[config.mk]
export PLATFORM = sky130hd
export DESIGN_NAME = or1200_vld_top
export DESIGN_NICKNAME = d
export VERILOG_FILES = /design/src/rtl/or1200_vld_top.sv
export SDC_FILE = /design/constraint.sdc
export NUM_CORES = 1
export LEC_CHECK = 0
export BUFFER_PORTS_ARGS = -buffer_cell sky130_fd_sc_hd__buf_2
export CAP_MARGIN = 20
export CORE_MARGIN = 5
export CORE_UTILIZATION = 35
export DETAILED_ROUTE_END_ITERATION = 6
export PLACE_DENSITY = 0.59
export SLEW_MARGIN = 15
export SYNTH_ARGS = -nofsm -noshare
export SYNTH_HDL_FRONTEND = slang
export SYNTH_SLANG_ARGS = --single-unit
[constraint.sdc]
create_clock -name clk_i -period 6.7 [get_ports clk_i]
set_input_delay 0.335 -clock clk_i [delete_from_list [all_inputs] [get_ports clk_i]]
set_output_delay 0.335 -clock clk_i [all_outputs]
set_load 0.01 [all_outputs]
[src/rtl/or1200_vld_top.sv]
// JPEG entropy bit reader for the OR1200 custom-instruction datapath.
// Fetches bytes from memory one at a time and removes stuffed 0x00 bytes
// that follow 0xFF. Bits are kept MSB-aligned in a bit buffer, and the reader
// serves 1..16-bit get-bits requests. The CPU is stalled until enough bits are
// buffered. A marker (0xFF followed by a non-zero byte) halts fetching. Once
// halted, short requests are padded with 1s.

module or1200_vld_top #(
    parameter int BUF_W    = 32,
    parameter int MAX_BITS = 16
) (
    input  logic        clk_i,
    input  logic        rst_i,
    input  logic        spr_cs,
    input  logic        spr_write,
    input  logic [1:0]  spr_addr,
    input  logic [31:0] spr_dat_i,
    output logic [31:0] spr_dat_o,
    input  logic        get_bit_op_i,
    input  logic [4:0]  num_bits_i,
    output logic [31:0] dat_o,
    output logic        stall_cpu_o,
    output logic        rd_req_o,
    output logic [31:0] vld_addr_o,
    input  logic        ack_i,
    input  logic [7:0]  rd_dat_i
);

    typedef enum logic {F_IDLE, F_REQ} fetch_state_t;

    localparam logic [5:0] FETCH_MAX = 6'(BUF_W - 8);

    fetch_state_t      state;
    logic [BUF_W-1:0]  bit_buf;
    logic [5:0]        fill;
    logic              ff_seen;
    logic              halted;
    logic [31:0]       addr;

    logic              addr_wr;
    logic              short_req;
    logic              consume;
    logic              pad_fill;
    logic              spr_addr_unused;
    logic [5:0]        n_ext;
    logic [5:0]        fill_c;
    logic [BUF_W-1:0]  buf_c;
    logic [BUF_W-1:0]  buf_ins;
    logic [BUF_W-1:0]  buf_pad;
    logic [MAX_BITS-1:0] extracted;

    assign addr_wr         = spr_cs & spr_write & spr_addr[1];
    assign spr_addr_unused = spr_addr[0];
    assign n_ext           = {1'b0, num_bits_i};
    assign short_req       = n_ext > fill;
    // An address write in the same cycle flushes the buffer. So the op must
    // not complete against the old contents; it stalls and retries on the
    // new stream.
    assign stall_cpu_o     = get_bit_op_i & ((short_req & ~halted) | addr_wr);
    assign consume         = get_bit_op_i & ~stall_cpu_o;
    assign pad_fill        = halted & short_req;
    assign rd_req_o        = (state == F_REQ);
    assign vld_addr_o      = addr;
    assign dat_o           = consume ? {{(32-MAX_BITS){1'b0}}, extracted} : 32'd0;

    // Extract the top n bits right-justified, with 1-padding below the valid bits once halted
    always_comb begin
        buf_pad = bit_buf;
        if (pad_fill) begin
            buf_pad = bit_buf | ({BUF_W{1'b1}} >> fill);
        end
        extracted = MAX_BITS'(buf_pad >> (7'(BUF_W) - {2'b00, num_bits_i}));
    end

    // Post-consume buffer view, and the position of an incoming byte behind the remaining bits
    always_comb begin
        buf_c  = bit_buf;
        fill_c = fill;
        if (consume) begin
            if (pad_fill) begin
                buf_c  = '0;
                fill_c = '0;
            end else begin
                buf_c  = bit_buf << num_bits_i;
                fill_c = fill - n_ext;
            end
        end
        buf_ins = {{(BUF_W-8){1'b0}}, rd_dat_i} << (FETCH_MAX - fill_c);
    end

    // Buffer, unstuffing state and byte fetch FSM; address writes flush and restart the stream
    always_ff @(posedge clk_i or posedge rst_i) begin
        if (rst_i) begin
            state   <= F_IDLE;
            bit_buf <= '0;
            fill    <= '0;
            ff_seen <= 1'b0;
            halted  <= 1'b0;
            addr    <= '0;
        end else if (addr_wr) begin
            state   <= F_IDLE;
            bit_buf <= '0;
            fill    <= '0;
            ff_seen <= 1'b0;
            halted  <= 1'b0;
            addr    <= spr_dat_i;
        end else begin
            bit_buf <= buf_c;
            fill    <= fill_c;
            case (state)
                F_IDLE: begin
                    if (fill <= FETCH_MAX && !halted) begin
                        state <= F_REQ;
                    end
                end
                F_REQ: begin
                    if (halted) begin
                        state <= F_IDLE;
                    end else if (ack_i) begin
                        state <= F_IDLE;
                        addr  <= addr + 32'd1;
                        if (ff_seen) begin
                            ff_seen <= 1'b0;
                            if (rd_dat_i != 8'h00) begin
                                halted <= 1'b1;
                            end
                        end else begin
                            bit_buf <= buf_c | buf_ins;
                            fill    <= fill_c + 6'd8;
                            if (rd_dat_i == 8'hFF) begin
                                ff_seen <= 1'b1;
                            end
                        end
                    end
                end
                default: state <= F_IDLE;
            endcase
        end
    end

    // SPR read mux: fetch address, or status {halted, ff_seen, fill}
    always_comb begin
        spr_dat_o = 32'd0;
        if (spr_cs) begin
            spr_dat_o = spr_addr[1] ? addr : {24'd0, halted, ff_seen, fill};
        end
    end

endmodule
After elaboration in Yosys (flattened, before gate mapping)
Index checks and enable logic that the tools add are counted.
{"block": "totals", "register_bits": 73, "in_bits": 53, "output_inout_bits": 98, "wordCells": 76}
{"block": "op_classes", "add_sub_neg": 5, "magnitude_cmp": 2, "n_eq_ne": 2, "shift": 4, "mux": 39, "bitwise": 12, "reduce_logical": 6}
{"cell": "32-bit two-way mux", "count": 14}
{"cell": "32-bit bitwise OR", "count": 2}
{"cell": "6-bit two-way mux", "count": 7}
{"cell": "32-bit by 1-bit adder with 32-bit output, second input constant", "count": 1}
{"cell": "32-bit by 5-bit << shifter with 32-bit output", "count": 1}
{"cell": "8-bit by 6-bit << shifter with 32-bit output", "count": 1}
{"cell": "32-bit by 6-bit right shift with 32-bit output, first input constant", "count": 1}
{"cell": "32-bit by 7-bit right shift with 16-bit output", "count": 1}
{"cell": "1-bit two-way mux", "count": 16}
{"cell": "16-bit two-way mux", "count": 1}
{"cell": "8-bit equality test, second input constant", "count": 1}
{"cell": "8-bit nonzero test", "count": 1}
{"cell": "6-bit by 5-bit subtractor with 7-bit output, first input constant", "count": 1}
{"cell": "6-bit by 4-bit adder with 6-bit output, second input constant", "count": 1}
{"cell": "1-bit AND", "count": 6}
{"cell": "5-bit by 6-bit > comparator with 1-bit output", "count": 1}
{"cell": "6-bit by 5-bit less-or-equal comparator with 1-bit output, second input constant", "count": 1}
{"cell": "5-bit by 6-bit subtractor with 6-bit output, first input constant", "count": 1}
{"cell": "6-bit by 5-bit subtractor with 6-bit output", "count": 1}
{"cell": "2-bit nonzero test", "count": 2}
{"cell": "1-bit inverter", "count": 3}
{"cell": "3-bit AND reduction", "count": 1}
{"cell": "2-bit by 1-bit != test with 1-bit output, second input constant", "count": 1}
{"cell": "1-bit case mux with 2 select lines", "count": 1}
{"cell": "3 further kinds", "count": 3}

Logic depth before layout (Yosys ltp)
{"block": "depth", "depth_word": 15, "mapped_depth": 19, "ltp_nobuf": 17}

Worst setup path after synthesis
Ideal clock, no wire load.
{"block": "synth_timing", "path_kind": "in2reg", "from": "input port num_bits_i[1]", "to": "register bit_buf[21]", "setup_ns": 0.127, "t_arrival_ns": 4.161, "required_time_ns": 6.573, "path_slack_ns": 2.412, "cell_stages": 16, "path_cell_list": "clkbuf_1 > clkbuf_1 > inv_1 > fa_1 > a211o_4 > a21boi_0 > o21ai_1 > nand2_2 > buf_6 > inv_1 > ha_1 > clkbuf_1 > mux4_2 > mux2_2 > a221oi_1 > nor2_1"}
{"block": "synth_between", "elab_chain_cells": 15}
{"element": "start: declaration", "line_no": "20", "text": "input logic [4:0] num_bits_i,"}
{"element": "5-bit by 6-bit > comparator with 1-bit output", "line_no": "55", "text": "assign short_req = n_ext > fill;"}
{"element": "1-bit AND", "line_no": "59", "text": "assign stall_cpu_o = get_bit_op_i & ((short_req & ~halted) | addr_wr);"}
{"element": "1-bit bitwise OR", "line_no": "59"}
{"element": "1-bit AND", "line_no": "59"}
{"element": "1-bit inverter", "line_no": "60", "text": "assign consume = get_bit_op_i & ~stall_cpu_o;"}
{"element": "1-bit AND", "line_no": "60"}
{"element": "6-bit two-way mux", "line_no": "79", "text": "if (consume) begin"}
{"element": "5-bit by 6-bit subtractor with 6-bit output", "line_no": "88", "text": "buf_ins = {{(BUF_W-8){1'b0}}, rd_dat_i} << (FETCH_MAX - fill_c);"}
{"element": "8-bit by 6-bit << shifter with 32-bit output", "line_no": "88"}
{"element": "32-bit bitwise OR", "line_no": "128", "text": "bit_buf <= buf_c | buf_ins;"}
{"element": "32-bit two-way mux", "line_no": "122", "text": "if (ff_seen) begin"}
{"element": "32-bit two-way mux", "line_no": "119", "text": "end else if (ack_i) begin"}
{"element": "32-bit two-way mux", "line_no": "117", "text": "if (halted) begin"}
{"element": "32-bit two-way mux *", "line_no": "110", "text": "case (state)"}
{"element": "32-bit two-way mux *", "line_no": "100", "text": "end else if (addr_wr) begin"}
{"element": "end signal: assignment", "line_no": "108", "text": "bit_buf <= buf_c;"}
{"element": "end signal: assignment", "line_no": "128"}
{"element": "end: declaration", "line_no": "34", "text": "logic [BUF_W-1:0] bit_buf;"}
Every way passes the cells marked *; elsewhere a longest branch is shown, timed or not.
A chain may end at the register's enable or synchronous reset.

Worst setup path after layout
{"block": "layout_timing", "from": "input port num_bits_i[1]", "to": "register bit_buf[10]"}
Same word-level chain as after synthesis.

==> impl_summary.md <==
Setup path
The required time at the worst-slack endpoint is 6880 ps. The cell depth of the worst flop-to-flop path is 17. STA classifies the critical path endpoint as a register. The critical path arrival is 5270 ps. The worst register-to-register path has a setup slack of 1690 ps. Of all nets on the critical path, the largest fanout is 36. The endpoint identified for the worst register-to-register timing path is bit_buf[10]$_DFF_PP0_. The worst setup path is of the input pin to register kind.

The worst setup path is launched from an input pin. In this run the critical register-to-register path is launched from fill[0]$_DFF_PP0_.

Clocking
The cell sitting at the root of the clock tree is a sky130_fd_sc_hd__clkbuf_16. TritonCTS built the clock tree. The number of post-CTS setup repair buffers is 0.

The clock transition at the register clock pins on the worst setup and hold paths after CTS is 70 ps. No sink is reached through more buffers than the 2 on the longest clock path. The H-tree depth reported by CTS is 3. The number of resized instances in the post-cts repair step is 0. TritonCTS created 9 clock buffers. The clock latency at the later pin of the worst-skew pair is 340 ps. For this design, the sink count on the clock tree is 73. The hold-fix buffer count after cts is 0.

Synthesis
The synthesized netlist occupies a cell area of 8780 um^2. Of the total synthesized cell area, the portion taken by full adders, half adders and majority gates is 0.0165. The synthesized-area fraction occupied by ao, oa, aoi and oai cells was 0.238.

The synthesized design contains 73 register bits. The fraction of synthesized cell area in xor and xnor cells is 0.0454. The fraction of the mapped netlist area in simple logic gates is 0.225. Synthesis produced a netlist whose cell count is 1,119. Sorting the synthesized cells by area gives the leading types as sky130_fd_sc_hd__dfrtp_1 21%, sky130_fd_sc_hd__mux4_2 9.5%, sky130_fd_sc_hd__mux2i_1 8.9%. The synthesized design spends more area on one cell type than any other, namely sky130_fd_sc_hd__dfrtp_1. Yosys mapped a number of flops with a built-in enable equal to 0.

The fraction of registers with async set or reset after synthesis is 1.00. The proportion of synthesized chip area in sequential cells is 0.208. The number of warning messages in the yosys log is 0. The share of synthesized area spent on multiplexers is 0.199.

The share of synthesized area in the top cell type comes to 0.208. The distinct cell type count of the synthesized netlist is 81. Averaged over all synthesized cells, the footprint is 7.85 um^2. The top flip-flop cell by instance count after synthesis is sky130_fd_sc_hd__dfrtp_1. By area, the combinational part of the netlist is dominated by compound AO/OA/AOI/OAI gates.

Timing
The number of max-slew violations in the final report is 0. The final-report setup violation count is 0. The relative slew slack is 0.321. The timing-limited maximum frequency is 196 MHz.

Hold timing on the final database bottoms out at a slack of 11.4 ps. The fraction of the cycle the final worst path needs is 0.760. Setup repair after global routing left no endpoint under its margin. The hold violation total from the final report was 0. After routing, the total negative slack on setup checks comes to 0 ps. The slew of the pin with the lowest slew margin is 1010 ps. Across the routed clock network, the largest skew measured is 10.3 ps. The worst path needs 5090 ps of the cycle, external delays included. The worst path meets setup with 1610 ps of slack.

Floorplan
The core box area is 25,000 um^2. The initial cell density of the core is 0.352. The die is 168 um tall.

The floorplan step defined a die boundary enclosing 28,400 um^2. The total number of placement rows is 58. During I/O placement, the number of pins put on the boundary was 151. The width of the die is 168 um.

Placement
During placement, the flow inserted port buffers numbering 133. The HPWL after detailed placement is 23,400 um. The placer congestion estimate is 0.925. The worst slack after detailed placement is 1440 ps.

The cell count after placement is 1,511.

Power and ir drop
IR analysis of the VDD net gives a maximum drop of 0.000248 V. For this design the ratio of total power to cell area is 377 nW/um^2. Summed over all cells, the static leakage comes to 4.27 nW.

Run status
The run finished with clean final reports.

Cells and area
The total number of nets in the final design is 1,258. The count of cells in the finished layout, fillers not included, comes to 1,529. The ratio of cells with drive above 1 in the final layout is 0.206. The post-synthesis to final-layout area growth is 12.8%. The number of antenna cells inserted is 0.

Routing
The detailed-route via count is 9,303. The first routing iteration left 1,241 violations. The number of optimization iterations in the first detailed-route pass is 5. The number of routed nets with antenna violations is 0. The post-route DRC violation count is 0. The number of vias per cell after detailed routing is 6.08. Wires add up to 31,500 um.

Dividing the detail-routed wire length by the instance count gives 20.6 um.

Global route
The via count of the first global-routing pass came to 8,530. Across every metal layer, demand over resource in global routing totals 0.214. The initial antenna violation count was 0. The first-pass GRT wire length is 49,700 um. Global routing finished with a remaining overflow of 0. Entering global routing, the biggest net connects 98 pins.

Flow run
Max-cap violations in this run came to 0.

Min path
The path class of the lowest-slack min-delay path is input pin to async pin.
## metrics by stage
stage	util	total power [mW]	area (um^2)
6_report	0.397	3.73	9900
2_1_floorplan	-	2.50	8840
4_1_cts	0.395	3.67	9870
5_1_grt	0.397	3.97	9900
3_3_place_gp	0.383	3.15	9560
3_5_place_dp	0.383	3.15	9560
## synthesized netlist by cell type, drive strengths merged, types with 2 or more instances
library cell    n
a211o           4
or3             6
o311ai          3
o21a            5
a221oi          3
o31a            2
mux2i          78
a21oi          90
a32oi           6
ha             10
buf            47
a22o            6
o21ai          74
nand3          37
o31ai           2
o22ai          20
o221ai          3
a31oi          12
a21o           13
o32ai           5
xnor2          22
a211oi         22
and2            5
a22oi          25
or2             5
clkbuf         56
a31o            2
nor3           39
and3           44
nor2b           9
a21boi          4
dfrtp          73
mux4           37
nand2b          5
nor2           83
and4            2
inv            23
nor4           14
a2bb2oi         3
o211ai          8
a2111oi         2
xor2           21
nand2         153
mux2           12
nand4           8
## cells in the final DEF, fill, tap and decap left out, types with 16 or more instances in the layout
| master | synthesis | routed |
|---|---|---|
| sky130_fd_sc_hd__inv_1 | 23 | 22 |
| sky130_fd_sc_hd__dfrtp_1 | 73 | 73 |
| sky130_fd_sc_hd__mux4_2 | 37 | 37 |
| sky130_fd_sc_hd__a21oi_1 | 88 | 87 |
| sky130_fd_sc_hd__and3_1 | 43 | 43 |
| sky130_fd_sc_hd__nor3_1 | 38 | 38 |
| sky130_fd_sc_hd__buf_4 | 19 | 17 |
| sky130_fd_sc_hd__buf_2 | 13 | 133 |
| sky130_fd_sc_hd__o22ai_1 | 20 | 20 |
| sky130_fd_sc_hd__nor2_1 | 82 | 82 |
| sky130_fd_sc_hd__xnor2_1 | 20 | 19 |
| sky130_fd_sc_hd__nand2_1 | 151 | 151 |
| sky130_fd_sc_hd__mux2i_1 | 78 | 78 |
| sky130_fd_sc_hd__a22oi_1 | 25 | 25 |
| sky130_fd_sc_hd__a211oi_1 | 21 | 21 |
| sky130_fd_sc_hd__xor2_1 | 20 | 19 |
| sky130_fd_sc_hd__nand3_1 | 36 | 36 |
| sky130_fd_sc_hd__o21ai_0 | 72 | 72 |
| sky130_fd_sc_hd__conb_1 | 1 | 16 |
## worst max path at each step
| stage | start | to | slack, ps | cells after the start |
|---|---|---|---|---|
| floorplan | num_bits_i[1] | bit_buf[21]$_DFF_PP0_ | 2410 | 16 |
| global placement | num_bits_i[1] | bit_buf[26]$_DFF_PP0_ | 1450 | 16 |
| detailed placement | num_bits_i[1] | bit_buf[26]$_DFF_PP0_ | 1440 | 16 |
| CTS | num_bits_i[1] | bit_buf[26]$_DFF_PP0_ | 1780 | 16 |
| global route | num_bits_i[1] | bit_buf[26]$_DFF_PP0_ | 1330 | 16 |
| finish | num_bits_i[1] | bit_buf[10]$_DFF_PP0_ | 1610 | 16 |
## critical path: stages
cell and delay [ps]:
sky130_fd_sc_hd__buf_2 640, sky130_fd_sc_hd__inv_1 330, sky130_fd_sc_hd__fa_1 560, sky130_fd_sc_hd__a211o_4 410
sky130_fd_sc_hd__a21boi_0 300, sky130_fd_sc_hd__o21ai_1 190, sky130_fd_sc_hd__nand2_2 290, sky130_fd_sc_hd__inv_1 120
sky130_fd_sc_hd__ha_1 500, sky130_fd_sc_hd__inv_1 190, sky130_fd_sc_hd__nand2_1 100, sky130_fd_sc_hd__a211oi_1 80
sky130_fd_sc_hd__a31oi_1 400, sky130_fd_sc_hd__nor3_1 110, sky130_fd_sc_hd__a211oi_1 500, sky130_fd_sc_hd__o22ai_1 170
## final cells by class
| type | instances | area (um^2) |
|---|---|---|
| Fill cell | 2624 | 15100 |
| Multi-Input combinational cell | 934 | 6440 |
| Sequential cell | 73 | 1830 |
| Timing Repair Buffer | 152 | 828 |
| Tap cell | 330 | 413 |
| Clock buffer | 11 | 243 |
| Inverter | 24 | 91.3 |
| Clock inverter | 5 | 63.8 |
## flip-flops by register name (all words and copies together) (netlist names)
name,flops
bit_buf,32
vld_addr_o,32
fill,6
ff_seen,1
halted,1
rd_req_o,1
## kinds of logic (layout without fill, tap and decap cells)
| family | count (synthesis) | in the layout |
|---|---|---|
| adders and majority gates | 11 | 11 |
| AOI/OAI and AO/OA | 322 | 322 |
| buffers and inverters | 127 | 192 |
| and+or+nand+nor | 415 | 415 |
| DFF | 73 | 73 |
| xor gates and xnor gates | 43 | 43 |
| other | 1 | 16 |
| muxes | 127 | 127 |
## layer usage
metal  vias to the layer above  share of wire  global-route usage
li1                       4284              -                   -
met1                      4409           0.43               0.311
met2                       543           0.45               0.326
met3                        67          0.094              0.0418
met4                         0          0.024              0.0575
met5                         -              0                   0
## power breakdown
part	switching, mW	leakage (nW)	internal (mW)
clock	0.201	0.146	0.302
combinational	1.46	3.17	0.907
sequential	0.298	0.948	0.559
Note: power is estimated with default switching activity, not from simulation.
